<file path="config.mk">
export PLATFORM = sky130hd
export DESIGN_NAME = pipe_hazard_ctrl
export DESIGN_NICKNAME = d
export VERILOG_FILES = /design/src/rtl/pipe_hazard_ctrl.sv
export SDC_FILE = /design/constraint.sdc
export NUM_CORES = 1
export LEC_CHECK = 0
export ABC_AREA = 1
export CAP_MARGIN = 40
export CORE_MARGIN = 2
export CORE_UTILIZATION = 55
export DETAILED_ROUTE_END_ITERATION = 10
export PLACE_DENSITY = 0.95
export SETUP_SLACK_MARGIN = 0.05
export SYNTH_ARGS = -nofsm -noshare
export SYNTH_HDL_FRONTEND = slang
export SYNTH_SLANG_ARGS = --single-unit
export TNS_END_PERCENT = 10
</file>
<file path="constraint.sdc">
create_clock -name i_clock -period 2.7 [get_ports i_clock]
set_input_delay 0.54 -clock i_clock [delete_from_list [all_inputs] [get_ports i_clock]]
set_output_delay 0.54 -clock i_clock [all_outputs]
set_load 0.05 [all_outputs]
</file>
<file path="src/rtl/pipe_hazard_ctrl.sv">
// ID-stage hazard controller: rs/rt forwarding selects, RAW/load-use stall,
// mult/div sequencer with HI/LO write pulse and a saturating stall counter.
module pipe_hazard_ctrl #(
    parameter int FWD_EN  = 1,
    parameter int MUL_LAT = 4,
    parameter int DIV_LAT = 33,
    parameter int CNT_W   = 32
) (
    input  logic             i_clock,
    input  logic             i_reset,
    input  logic             i_id_valid,
    input  logic             i_id_kill,
    input  logic [4:0]       i_id_rs,
    input  logic [4:0]       i_id_rt,
    input  logic             i_id_use_rs,
    input  logic             i_id_use_rt,
    input  logic             i_id_md_start,
    input  logic             i_id_md_div,
    input  logic             i_id_md_read,
    input  logic             i_ex_wreg,
    input  logic             i_ex_load,
    input  logic [4:0]       i_ex_rn,
    input  logic             i_mem_wreg,
    input  logic             i_mem_load,
    input  logic [4:0]       i_mem_rn,
    input  logic             i_perf_clr,
    output logic [1:0]       o_fwda,
    output logic [1:0]       o_fwdb,
    output logic             o_stall,
    output logic             o_md_issue,
    output logic             o_md_busy,
    output logic             o_md_done,
    output logic             o_md_is_div,
    output logic [CNT_W-1:0] o_stall_cycles
);

    localparam int MAXL = (MUL_LAT > DIV_LAT) ? MUL_LAT : DIV_LAT;
    localparam int CW   = (MAXL > 1) ? $clog2(MAXL) : 1;
    localparam logic [CW-1:0] MUL_M1 = CW'(MUL_LAT - 1);
    localparam logic [CW-1:0] DIV_M1 = CW'(DIV_LAT - 1);

    typedef enum logic [1:0] {
        S_IDLE = 2'd0,
        S_BUSY = 2'd1,
        S_DONE = 2'd2
    } state_t;

    state_t           r_state;
    logic [CW-1:0]    r_cnt;
    logic             r_busy;
    logic             r_done;
    logic             r_is_div;
    logic [CNT_W-1:0] r_stall_cycles;

    logic w_live;
    logic w_ex_a, w_ex_b, w_mem_a, w_mem_b;
    logic w_load_use, w_raw, w_md_haz;
    logic w_stall, w_issue;

    assign w_live = i_id_valid & ~i_id_kill;

    // r0 never matches, so it is never forwarded nor stalled on
    assign w_ex_a  = i_id_use_rs & i_ex_wreg & (i_ex_rn != 5'd0) & (i_ex_rn == i_id_rs);
    assign w_ex_b  = i_id_use_rt & i_ex_wreg & (i_ex_rn != 5'd0) & (i_ex_rn == i_id_rt);
    assign w_mem_a = i_id_use_rs & i_mem_wreg & (i_mem_rn != 5'd0) & (i_mem_rn == i_id_rs);
    assign w_mem_b = i_id_use_rt & i_mem_wreg & (i_mem_rn != 5'd0) & (i_mem_rn == i_id_rt);

    function automatic logic [1:0] fwd_sel(input logic ex_hit, input logic mem_hit,
                                           input logic ex_ld, input logic mem_ld);
        if (ex_hit && !ex_ld)
            return 2'b01;
        else if (mem_hit)
            return mem_ld ? 2'b11 : 2'b10;
        else
            return 2'b00;
    endfunction

    always_comb begin
        o_fwda     = 2'b00;
        o_fwdb     = 2'b00;
        w_load_use = 1'b0;
        w_raw      = 1'b0;
        if (FWD_EN != 0) begin
            o_fwda     = fwd_sel(w_ex_a, w_mem_a, i_ex_load, i_mem_load);
            o_fwdb     = fwd_sel(w_ex_b, w_mem_b, i_ex_load, i_mem_load);
            w_load_use = (w_ex_a | w_ex_b) & i_ex_load;
        end else begin
            w_raw = w_ex_a | w_ex_b | w_mem_a | w_mem_b;
        end
    end

    assign w_md_haz = (i_id_md_start | i_id_md_read) & (r_state != S_IDLE);
    assign w_stall  = w_live & (w_load_use | w_raw | w_md_haz);
    assign w_issue  = w_live & i_id_md_start & ~w_stall;

    always_ff @(posedge i_clock or posedge i_reset) begin
        if (i_reset) begin
            r_state  <= S_IDLE;
            r_cnt    <= '0;
            r_busy   <= 1'b0;
            r_done   <= 1'b0;
            r_is_div <= 1'b0;
        end else begin
            unique case (r_state)
                S_IDLE: begin
                    if (w_issue) begin
                        r_state  <= S_BUSY;
                        r_busy   <= 1'b1;
                        r_cnt    <= i_id_md_div ? DIV_M1 : MUL_M1;
                        r_is_div <= i_id_md_div;
                    end
                end
                S_BUSY: begin
                    if (r_cnt == '0) begin
                        r_state <= S_DONE;
                        r_busy  <= 1'b0;
                        r_done  <= 1'b1;
                    end else begin
                        r_cnt <= r_cnt - 1'b1;
                    end
                end
                S_DONE: begin
                    r_state <= S_IDLE;
                    r_done  <= 1'b0;
                end
                default: begin
                    r_state <= S_IDLE;
                    r_busy  <= 1'b0;
                    r_done  <= 1'b0;
                end
            endcase
        end
    end

    always_ff @(posedge i_clock or posedge i_reset) begin
        if (i_reset)
            r_stall_cycles <= '0;
        else if (i_perf_clr)
            r_stall_cycles <= '0;
        else if (w_stall && !(&r_stall_cycles))
            r_stall_cycles <= r_stall_cycles + 1'b1;
    end

    assign o_stall        = w_stall;
    assign o_md_issue     = w_issue;
    assign o_md_busy      = r_busy;
    assign o_md_done      = r_done;
    assign o_md_is_div    = r_is_div;
    assign o_stall_cycles = r_stall_cycles;

endmodule
</file>
==> summary.txt, run 1 <==
Status
  • Status: complete, but fails checks
  • Failing checks: setup timing

Job
  • MaxCap Viol Count: 0

STA
  • Fmax: 370 MHz
  • Setup Viol. Count Final: 1
  • Final min period: 2700 ps
  • Least-Margin Pin Slew: 553 ps
  • Final hold vios: 0
  • RSZ-0062 raised after global routing: yes
  • Slack of the critical path: -0.772 ps
  • Rel. slew slack: 63.1%
  • Crit share post-route: 100%
  • Final Skew: 13.6 ps
  • Final Max Tran Viols: 0

Logic synthesis
  • Number of synthesized flops with an enable pin: 0
  • Synth Register Bits: 43
  • Post-synthesis net count: 551
  • Most numerous cell in the Yosys netlist: nand2_1
  • Top-area cell type share of the netlist area: 33.0%
  • Ys async rst share: 100%
  • Predominant post-synthesis flop cell: dfrtp_1
  • Syn. warnings: 0
  • Synth Cell Area: 3260 µm²
  • Mapped Avg Cell Area: 6.34 µm²
  • Area leader, netlist: dfrtp_1
  • Netlist cell types: 30
  • Post-synthesis sequential area ratio: 33.0%
  • Cells after Synth: 514
  • Synth cell count leaders: nand2_1, nor2_1, inv_1, nand3_1, dfrtp_1
  • Synth top area cells: dfrtp_1, nand2_1, nor2_1, nand3_1, inv_1

Cells and area
  • Layout area overhead: 31.5%
  • Share of cells above drive strength 1: 8.98%
  • Final design utilization: 73.7%
  • Antenna cells: 0
  • Final Net Count: 626

Worst setup path
  • Most frequent CP cell: nand2_1
  • Buf/Inv on CP: 3
  • Worst-path cell chain: clkdlybuf4s50_1 -> inv_1 -> a221oi_2 -> nand2_1 -> nor3_2 -> nand2_1 -> nand2_2 -> buf_12
  • WP data arrival: 2160 ps
  • Startpoint Class: primary input
  • CP Capture Type: output port
  • Required time of the critical path: 2160 ps
  • CP Class: in -> out
  • Slowest cell on the critical path: clkdlybuf4s50_1
  • Crit path max-delay family: buffers and inverters
  • Critical path peak fanout: 4
  • Max stage delay on crit path: 530 ps

Place
  • DP HPWL: 7010 µm
  • # port buffers: 74
  • Placer Congestion: 0.971

GRT
  • Largest net degree at the start of global routing: 44
  • Overflow after GRT: 0
  • Initial antenna violation count: 0
  • Vias in the first global route: 3379
  • Tot GR Track Use: 29.7%
  • First-pass GRT wire length: 15500 µm

CTS
  • H-tree depth: 2
  • Root Driver: clkbuf_8
  • CTS tree: built
  • Clk_lat worst skew: 300 ps
  • Total CTS buffers: 5
  • Clk slew on worst S/H paths: 70 ps
  • Clock Tree Buf Depth: 2
  • Clock Sinks: 43

Pwr
  • Worst vdd ir: 0.000548 V
  • Power Density: 460 nW/µm²
  • Tot Pwr: 1.97 mW
  • Leak pwr: 2.00 nW

Route
  • Vias per Instance: 5.42
  • DRT Wirelength: 9420 µm
  • Wirelength per Cell: 14.2 µm
  • DR vias: 3603
  • DRC: 0
  • DR pass1 iterations: 5
  • Routed Antenna Nets: 0
  • Iter 0 DRT Violations: 261

Die
  • Die Y: 81.0 µm
  • Die boundary width: 81.0 µm
  • Die area: 6560 µm²
  • IO Pins: 75
  • Core area: 5820 µm²
  • Starting Density: 56.0%
  • Std-Cell Rows: 28

Hold path
  • Worst Hold Class: reg -> reg
-- routing by layer --
layer / share of wire (%) / vias up / GRT usage [%]
li1: - / 1756 / -
met1: 41 / 1647 / 39.5
met2: 49 / 174 / 49.7
met3: 6.9 / 26 / 4.56
met4: 2.6 / 0 / 9.83
met5: 0 / - / 0
-- cell usage in the layout (no fill, tap or decap), types with 5 or more instances in the layout --
cell type        count
nand2_1            178
nor2_1              65
clkdlybuf4s50_1     60
nand3_1             50
inv_1               49
dfrtp_1             43
nor3_1              20
xor2_1              18
o21ai_0             13
xnor2_1             12
inv_2               10
dlymetal6s2s_1       8
nor2_2               7
buf_12               7
buf_4                7
a21oi_1              6
nand2_2              5
clkbuf_8             5
-- power by group --
part           leakage [nW]  total [mW]  internal (mW)  switching, mW
Clock                0.0412       0.404          0.181          0.223
Combinational          1.37       0.777          0.273          0.504
Sequential            0.584       0.788          0.730         0.0579
Total                  2.00        1.97           1.18          0.785
-- worst min-delay path: stages (launching register included) --
cell     delay, ps
dfrtp_1        340
nand2_1         60
nand2_1         60
-- registers in the layout, summed over array words and instances, names as in the netlist --
register,flops
o_stall_cycles,32
o_md_done,1
o_md_busy,1
o_md_is_div,1
r_cnt,6
r_state,2
-- metrics by stage --
step | setup TNS [ps] | instance area, µm² | instances | hold WS [ps] | setup slack (ps)
floorplan | 0 | 3260 | 514 | 536 | 389
global placement | 0 | 4120 | 654 | 464 | 114
detailed placement | 0 | 4120 | 654 | 474 | 53.5
CTS | 0 | 4200 | 662 | 492 | 50.4
global route | -102 | 4290 | 665 | 522 | -61.1
finish | -0.772 | 4290 | 665 | 486 | -0.772
-- cells by family (layout without fill, tap and decap cells) --
logic type      after synthesis  in the layout  share of synthesized area, %
compound gates               25             25                          4.30
flops                        43             43                          33.0
xor+xnor                     30             30                          8.06
buf+inv                      73            149                          9.48
simple gates                340            340                          44.0
fa+ha+maj                     3              3                          1.15
-- repair_timing --
action	4_1_cts	5_1_grt
gates resized for setup	0	28
endpoints found under the setup margin	0	6
hold buffers	0	0
setup buffers	0	3
-- path summary, 6_finish.rpt --
path | end | slack, ps | start | depth (start not counted)
hold reg to reg | o_md_is_div$_DFFE_PP0P_ | 490 | o_md_is_div$_DFFE_PP0P_ | 2
min in group asynchronous | r_cnt[5]$_DFFE_PP0P_ | 690 | i_reset | 3
hold / removal | o_md_is_div$_DFFE_PP0P_ | 490 | o_md_is_div$_DFFE_PP0P_ | 2
setup reg to reg | o_stall_cycles[22]$_DFFE_PP0P_ | 400 | o_stall_cycles[0]$_DFFE_PP0P_ | 12
max in group asynchronous | o_stall_cycles[22]$_DFFE_PP0P_ | 1620 | i_reset | 3
setup / recovery | o_fwdb[0] | -0.8 | i_mem_rn[1] | 8
-- final cells by class --
cell class / count / area, µm²
repair buffers: 82 / 893
well taps: 75 / 93.8
fillers: 455 / 1530
clock inverters: 2 / 12.5
flip-flops and latches: 43 / 1080
multi-input cells: 398 / 1920
inverters: 59 / 221
clock buffers: 6 / 72.6
No activity file was read; power rests on OpenSTA's default activity.
==> inputs of run 2 (changes only) <==
--- a/config.mk
+++ b/config.mk
@@ -10,7 +10,7 @@
 export CORE_MARGIN = 2
 export CORE_UTILIZATION = 55
 export DETAILED_ROUTE_END_ITERATION = 10
-export PLACE_DENSITY = 0.95
+export PLACE_DENSITY = 0.87
 export SETUP_SLACK_MARGIN = 0.05
 export SYNTH_ARGS = -nofsm -noshare
 export SYNTH_HDL_FRONTEND = slang
==> summary.txt, run 2 (synthesized netlist as in run 1, its figures left out) <==
CTS
  • Clk slew on worst S/H paths: 90 ps (+20 ps)
  • Clock Tree Buf Depth: 2 (unchanged)
  • Clock Sinks: 43 (unchanged)
  • Clk_lat worst skew: 300 ps (about the same)
  • Total CTS buffers: 5 (unchanged)
  • H-tree depth: 2 (unchanged)
  • Root Driver: clkbuf_8
  • Hold_buf cts: 0 (unchanged)
  • CTS tree: built

Die
  • Starting Density: 56.0% (unchanged)
  • Die area: 6560 µm² (unchanged)
  • Die Y: 81.0 µm (unchanged)
  • Core area: 5820 µm² (unchanged)
  • Die boundary width: 81.0 µm (unchanged)
  • Std-Cell Rows: 28 (unchanged)
  • IO Pins: 75 (unchanged)

Pwr
  • Internal power: 1.27 mW (+7.2%)
  • Net Sw Frac: 38.3% (-1.6 points)
  • Worst vdd ir: 0.000584 V (+6.4%)
  • Switching power: 787 µW (+0.20%)
  • Power Density: 481 nW/µm² (+4.6%)
  • Clock group share of total power: 24.7% (+4.2 points)
  • Leak pwr: 1.98 nW (-0.99%)
  • Logic pwr share: 36.9% (-2.6 points)
  • Share of power burned in registers: 38.4% (-1.6 points)

Place
  • Post-Place Cells: 656 (+0.31%)
  • DP HPWL: 6870 µm (-1.9%)
  • Placer Congestion: 0.996 (+2.5%)
  • # port buffers: 74 (unchanged)

Worst setup path
  • Required time of the critical path: 2160 ps (about the same)
  • Critical path peak fanout: 3 (-1)
  • CP Capture Type: output port
  • Worst-path cell chain: clkdlybuf4s50_1 -> inv_1 -> a21oi_2 -> o221ai_2 -> nor4b_2 -> nand2_1 -> nand2_2 -> buf_12
  • Slowest cell on the critical path: clkdlybuf4s50_1
  • Reg2Reg Capture Point: o_stall_cycles[30]$_DFFE_PP0P_
  • Max stage delay on crit path: 500 ps (-30 ps)
  • R2r setup slk: 480 ps (+80 ps)
  • CP Class: in -> out
  • Crit path from: i_id_rs[0]
  • Startpoint Class: primary input
  • RR Startpoint: o_stall_cycles[0]$_DFFE_PP0P_
  • Setup crit end: o_fwda[0]
  • WP data arrival: 2110 ps (-50 ps)
  • FF-to-FF path depth: 12 (unchanged)

GRT
  • Vias in the first global route: 3235 (-4.3%)
  • First-pass GRT wire length: 15000 µm (-2.8%)
  • Overflow after GRT: 0 (unchanged)
  • Initial antenna violation count: 0 (unchanged)
  • Tot GR Track Use: 28.9% (-0.87 points)
  • Largest net degree at the start of global routing: 44 (unchanged)

Cells and area
  • Layout area overhead: 31.2%
  • Antenna cells: 0 (unchanged)
  • Final Net Count: 625 (-0.16%)
  • Most common cell after layout, fill and taps aside: nand2_1
  • Share of cells above drive strength 1: 7.31% (-1.7 points)
  • Final std cells w/o fill: 663 (-0.30%)
  • Max reg flops: 32 (unchanged)
  • Most frequent cells in the layout: nand2_1, nor2_1, clkdlybuf4s50_1

Route
  • Iter 0 DRT Violations: 152 (-42%)
  • Vias per Instance: 5.33 (-1.6%)
  • DR pass1 iterations: 5 (unchanged)
  • Routed Antenna Nets: 0 (unchanged)
  • DRT Wirelength: 9020 µm (-4.3%)
  • Wirelength per Cell: 13.6 µm (-4.0%)
  • DR vias: 3535 (-1.9%)
  • DRC: 0 (unchanged)

STA
  • Least-Margin Pin Slew: 547 ps (-6.44 ps)
  • RSZ-0062 raised after global routing: yes
  • Crit share post-route: 98.2% (-1.9 points)
  • Final min period: 2650 ps (-50.1 ps)
  • Setup TNS: 0 ps (+0.772 ps)
  • Rel. slew slack: 63.6% (+0.43 points)
  • Fmax: 377 MHz (+1.9%)
  • Final hold vios: 0 (unchanged)
  • Final Max Tran Viols: 0 (unchanged)
  • Final Skew: 5.61 ps (-8.01 ps)
  • Setup Viol. Count Final: 0 (-1)

Job
  • MaxCap Viol Count: 0 (unchanged)

Status
  • Status: complete, no violations

Hold path
  • Worst Hold Class: reg -> reg
## run 2: cell types whose count changed in the layout (fill, tap and decap cells not counted), sizes merged
cell / before / now
clkinv: 1 / 0
bufinv: 0 / 1
clkbuf: 6 / 5
clkdlybuf4s50: 60 / 63
dlymetal6s2s: 8 / 5
buf: 14 / 13
## run 2: final cells by class
type	count	area [µm²]
Clock inverter	2	37.5
Tap cell	75	93.8
Timing Repair Buffer	81	866
Inverter	59	221
Fill cell	494	1540
Sequential cell	43	1080
Multi-Input combinational cell	398	1910
Clock buffer	5	68.8
## run 2: routing by layer
metal	part of all wire, %	vias up	global-route usage (%)
met4	1.8	0	7.29
met5	0	-	0
met2	47	124	47.6
li1	-	1751	-
met1	46	1642	40.1
met3	5.5	18	3.89
## run 2: worst max-delay path: cells and delay by family
| kind | cells | cell delay, ps |
|---|---|---|
| AO/OA/AOI/OAI | 2 | 260 |
| buffers and inverters | 3 | 720 |
| AND/OR/NAND/NOR | 3 | 580 |
## run 2: worst min path at each step
stage,from,end,slack (ps),cells after the start
6_report,o_md_done$_DFFE_PP0P_,o_md_done$_DFFE_PP0P_,490,2
5_1_grt,o_md_done$_DFFE_PP0P_,o_md_done$_DFFE_PP0P_,520,2
4_1_cts,o_md_done$_DFFE_PP0P_,o_md_done$_DFFE_PP0P_,500,2
3_5_place_dp,o_md_done$_DFFE_PP0P_,o_md_done$_DFFE_PP0P_,470,2
3_3_place_gp,o_md_is_div$_DFFE_PP0P_,o_md_is_div$_DFFE_PP0P_,460,2
2_1_floorplan,r_state[1]$_DFFE_PP0P_,o_md_done$_DFFE_PP0P_,540,3
## run 2: power groups by stage
stage                     registers [mW]  logic [mW]  clock network (mW)
after global routing               0.805       0.859               0.541
after CTS                          0.790       0.755               0.517
final                              0.790       0.759               0.508
after floorplan                    0.901       0.423                   0
after detailed placement           0.803       0.751                   0
after global placement             0.798       0.728                   0
## run 2: stage by stage
step	util (%)	cell area, µm²	hold slack, ps	setup WS, ps	total power, mW
after floorplan	-	3260	536	389	1.32
after global placement	70.8	4120	465	102	1.53
after detailed placement	70.8	4120	474	53.8	1.55
after CTS	72.7	4230	496	50.7	2.06
after global routing	73.5	4280	517	-28.4	2.20
final	73.5	4280	493	49.3	2.06
## run 2: timing repair
action                                 CTS  global route
setup buffers                            0             0
gates resized for setup                  0            16
endpoints found under the hold margin    0             0
setup endpoints to repair                0             6
==> inputs of run 3 (changes only) <==
--- a/config.mk
+++ b/config.mk
@@ -10,6 +10,7 @@
 export CORE_MARGIN = 2
 export CORE_UTILIZATION = 55
 export DETAILED_ROUTE_END_ITERATION = 10
+export GPL_ROUTABILITY_DRIVEN = 0
 export PLACE_DENSITY = 0.87
 export SETUP_SLACK_MARGIN = 0.05
 export SYNTH_ARGS = -nofsm -noshare
==> summary.txt, run 3 (synthesized netlist as in run 1, its figures left out) <==
Die
  • Die Y: 81.0 µm (unchanged)
  • Starting Density: 56.0% (unchanged)
  • Die boundary width: 81.0 µm (unchanged)
  • IO Pins: 75 (unchanged)
  • Core area: 5820 µm² (unchanged)
  • Die area: 6560 µm² (unchanged)
  • Std-Cell Rows: 28 (unchanged)

Job
  • MaxCap Viol Count: 0 (unchanged)

CTS
  • H-tree depth: 2 (unchanged)
  • Total CTS buffers: 5 (unchanged)
  • Clock Sinks: 43 (unchanged)
  • Clk slew on worst S/H paths: 80 ps (about the same)
  • Clock Tree Buf Depth: 2 (unchanged)
  • CTS tree: built
  • Root Driver: clkbuf_8
  • Hold_buf cts: 0 (unchanged)
  • Clk_lat worst skew: 300 ps (about the same)

Place
  • # port buffers: 74 (unchanged)
  • DP HPWL: 6690 µm (-2.6%)
  • Post-Place Cells: 655 (-0.15%)

Cells and area
  • Final std cells w/o fill: 664 (+0.15%)
  • Most frequent cells in the layout: nand2_1, nor2_1, clkdlybuf4s50_1
  • Fill count: 488 (-1.2%)
  • Area taken by flip-flops and latches: 1080 µm² (unchanged)
  • Multi-input logic area: 1910 µm² (-0.20%)
  • Most common cell after layout, fill and taps aside: nand2_1
  • Share of cells above drive strength 1: 7.30% (-0.012 points)
  • Layout area overhead: 31.6%
  • Max reg flops: 32 (unchanged)
  • Final Net Count: 625 (unchanged)
  • Antenna cells: 0 (unchanged)

Worst setup path
  • Required time of the critical path: 2160 ps (about the same)
  • CP Class: in -> out
  • Worst-path cell chain: clkdlybuf4s50_1 -> inv_1 -> a21oi_2 -> o221ai_2 -> nor4b_2 -> nand2_1 -> inv_1 -> buf_12
  • Crit path max-delay family: buffers and inverters
  • Most frequent CP cell: inv_1
  • Slowest cell on the critical path: clkdlybuf4s50_1
  • WP data arrival: 2080 ps (-30 ps)
  • Startpoint Class: primary input
  • Buf/Inv on CP: 4 (+1)
  • R2r setup slk: 360 ps (-120 ps)
  • CP Capture Type: output port
  • Crit path from: i_id_rs[0]
  • Max stage delay on crit path: 490 ps (about the same)
  • RR Startpoint: o_stall_cycles[0]$_DFFE_PP0P_
  • Reg2Reg Capture Point: o_stall_cycles[30]$_DFFE_PP0P_
  • Critical path peak fanout: 3 (unchanged)
  • FF-to-FF path depth: 12 (unchanged)

Pwr
  • Power Density: 505 nW/µm² (+5.0%)
  • Worst vdd ir: 0.000491 V (-16%)
  • Tot Pwr: 2.17 mW (+5.3%)
  • Leak pwr: 1.95 nW (-1.2%)

Status
  • Status: complete, no violations

Route
  • Wirelength per Cell: 13.6 µm (about the same)
  • DRT Wirelength: 9040 µm (+0.24%)
  • DR vias: 3634 (+2.8%)
  • Vias per Instance: 5.47 (+2.6%)
  • DRC: 0 (unchanged)
  • Iter 0 DRT Violations: 279 (+84%)
  • Routed Antenna Nets: 0 (unchanged)
  • DR pass1 iterations: 5 (unchanged)

Hold path
  • Hold_sp: o_md_is_div$_DFFE_PP0P_
  • Worst Hold Class: reg -> reg
  • Hold path endpoint: o_md_is_div$_DFFE_PP0P_
  • Hold Path Stages: 2 (unchanged)

STA
  • Final Max Tran Viols: 0 (unchanged)
  • Least-Margin Pin Slew: 532 ps (-14.6 ps)
  • Hold WS: 494 ps (+1.03 ps)
  • Final hold vios: 0 (unchanged)
  • Rel. slew slack: 64.5% (+0.97 points)
  • RSZ-0062 raised after global routing: yes
  • Final Skew: 5.07 ps (-0.531 ps)
  • Crit share post-route: 97.0% (-1.1 points)
  • Setup Viol. Count Final: 0 (unchanged)
  • Fmax: 382 MHz (+1.2%)
  • Final min period: 2620 ps (-30.4 ps)

GRT
  • Vias in the first global route: 3298 (+1.9%)
  • First-pass GRT wire length: 14700 µm (-2.4%)
  • Tot GR Track Use: 28.2% (-0.67 points)
  • Largest net degree at the start of global routing: 44 (unchanged)
  • Overflow after GRT: 0 (unchanged)
  • Initial antenna violation count: 0 (unchanged)
-- run 3: cell count changes in the layout (fill, tap and decap cells not counted), sizes merged --
cell and change:
dlymetal6s2s -4, clkbuf +1, clkdlybuf4s50 +4, clkinvlp -1, bufinv +1
-- run 3: per-layer routing --
metal / up-vias / wire, µm / track usage, %
met2: 171 / 4320 / 46.5
li1: 1757 / - / -
met5: - / 0 / 0
met1: 1677 / 3800 / 37.2
met4: 0 / 235 / 11.2
met3: 29 / 685 / 4.22
-- run 3: worst max-delay path by stage --
stage | end | slack (ps) | depth (start not counted)
global placement | o_fwda[0] | 90 | 7
global route | o_stall | -10 | 12
floorplan | o_stall | 390 | 9
CTS | o_stall | 30 | 12
finish | o_fwda[1] | 80 | 8
detailed placement | o_stall | 40 | 10
-- run 3: through the flow --
stage | setup TNS, ps | worst slack, ps | utilization (%) | instance area, µm²
5_1_grt | -24.0 | -10.9 | 73.8 | 4290
4_1_cts | 0 | 28.0 | 73.1 | 4250
6_report | 0 | 79.7 | 73.8 | 4290
3_3_place_gp | 0 | 89.1 | 70.7 | 4110
3_5_place_dp | 0 | 37.3 | 70.7 | 4110
2_1_floorplan | 0 | 389 | - | 3260
-- run 3: final cells by class --
cell class | count | area share [%]
clock buffer | 6 | 1.69
clock inverter | 2 | 1.40
inverter | 59 | 5.16
multi-input combinational | 398 | 44.5
sequential | 43 | 25.1
tap | 75 | 2.19
timing repair buffer | 81 | 20.0
-- run 3: worst reg2reg max path, stage by stage (launching register included) --
cell and delay [ps]:
dfrtp_1 460, ha_1 260, nand2_1 100, nor2_2 190, nand2_2 120, inv_2 90
nand2_2 90, nor3_2 140, nand3_1 140, nand3_2 130, buf_4 320, nand3_1 150
nand2_1 100
-- run 3: power breakdown --
part           internal [mW]  switching, mW  leakage, nW
Combinational          0.269          0.502         1.30
Sequential             0.730         0.0648        0.584
Clock                  0.370          0.230       0.0654
-- run 3: repair_timing --
item                       in CTS  in global routing
buffers inserted                0                  1
cloned                          0                  0
pin swaps                       0                  1
setup endpoints to repair       3                  6
gates resized for setup         1                 11
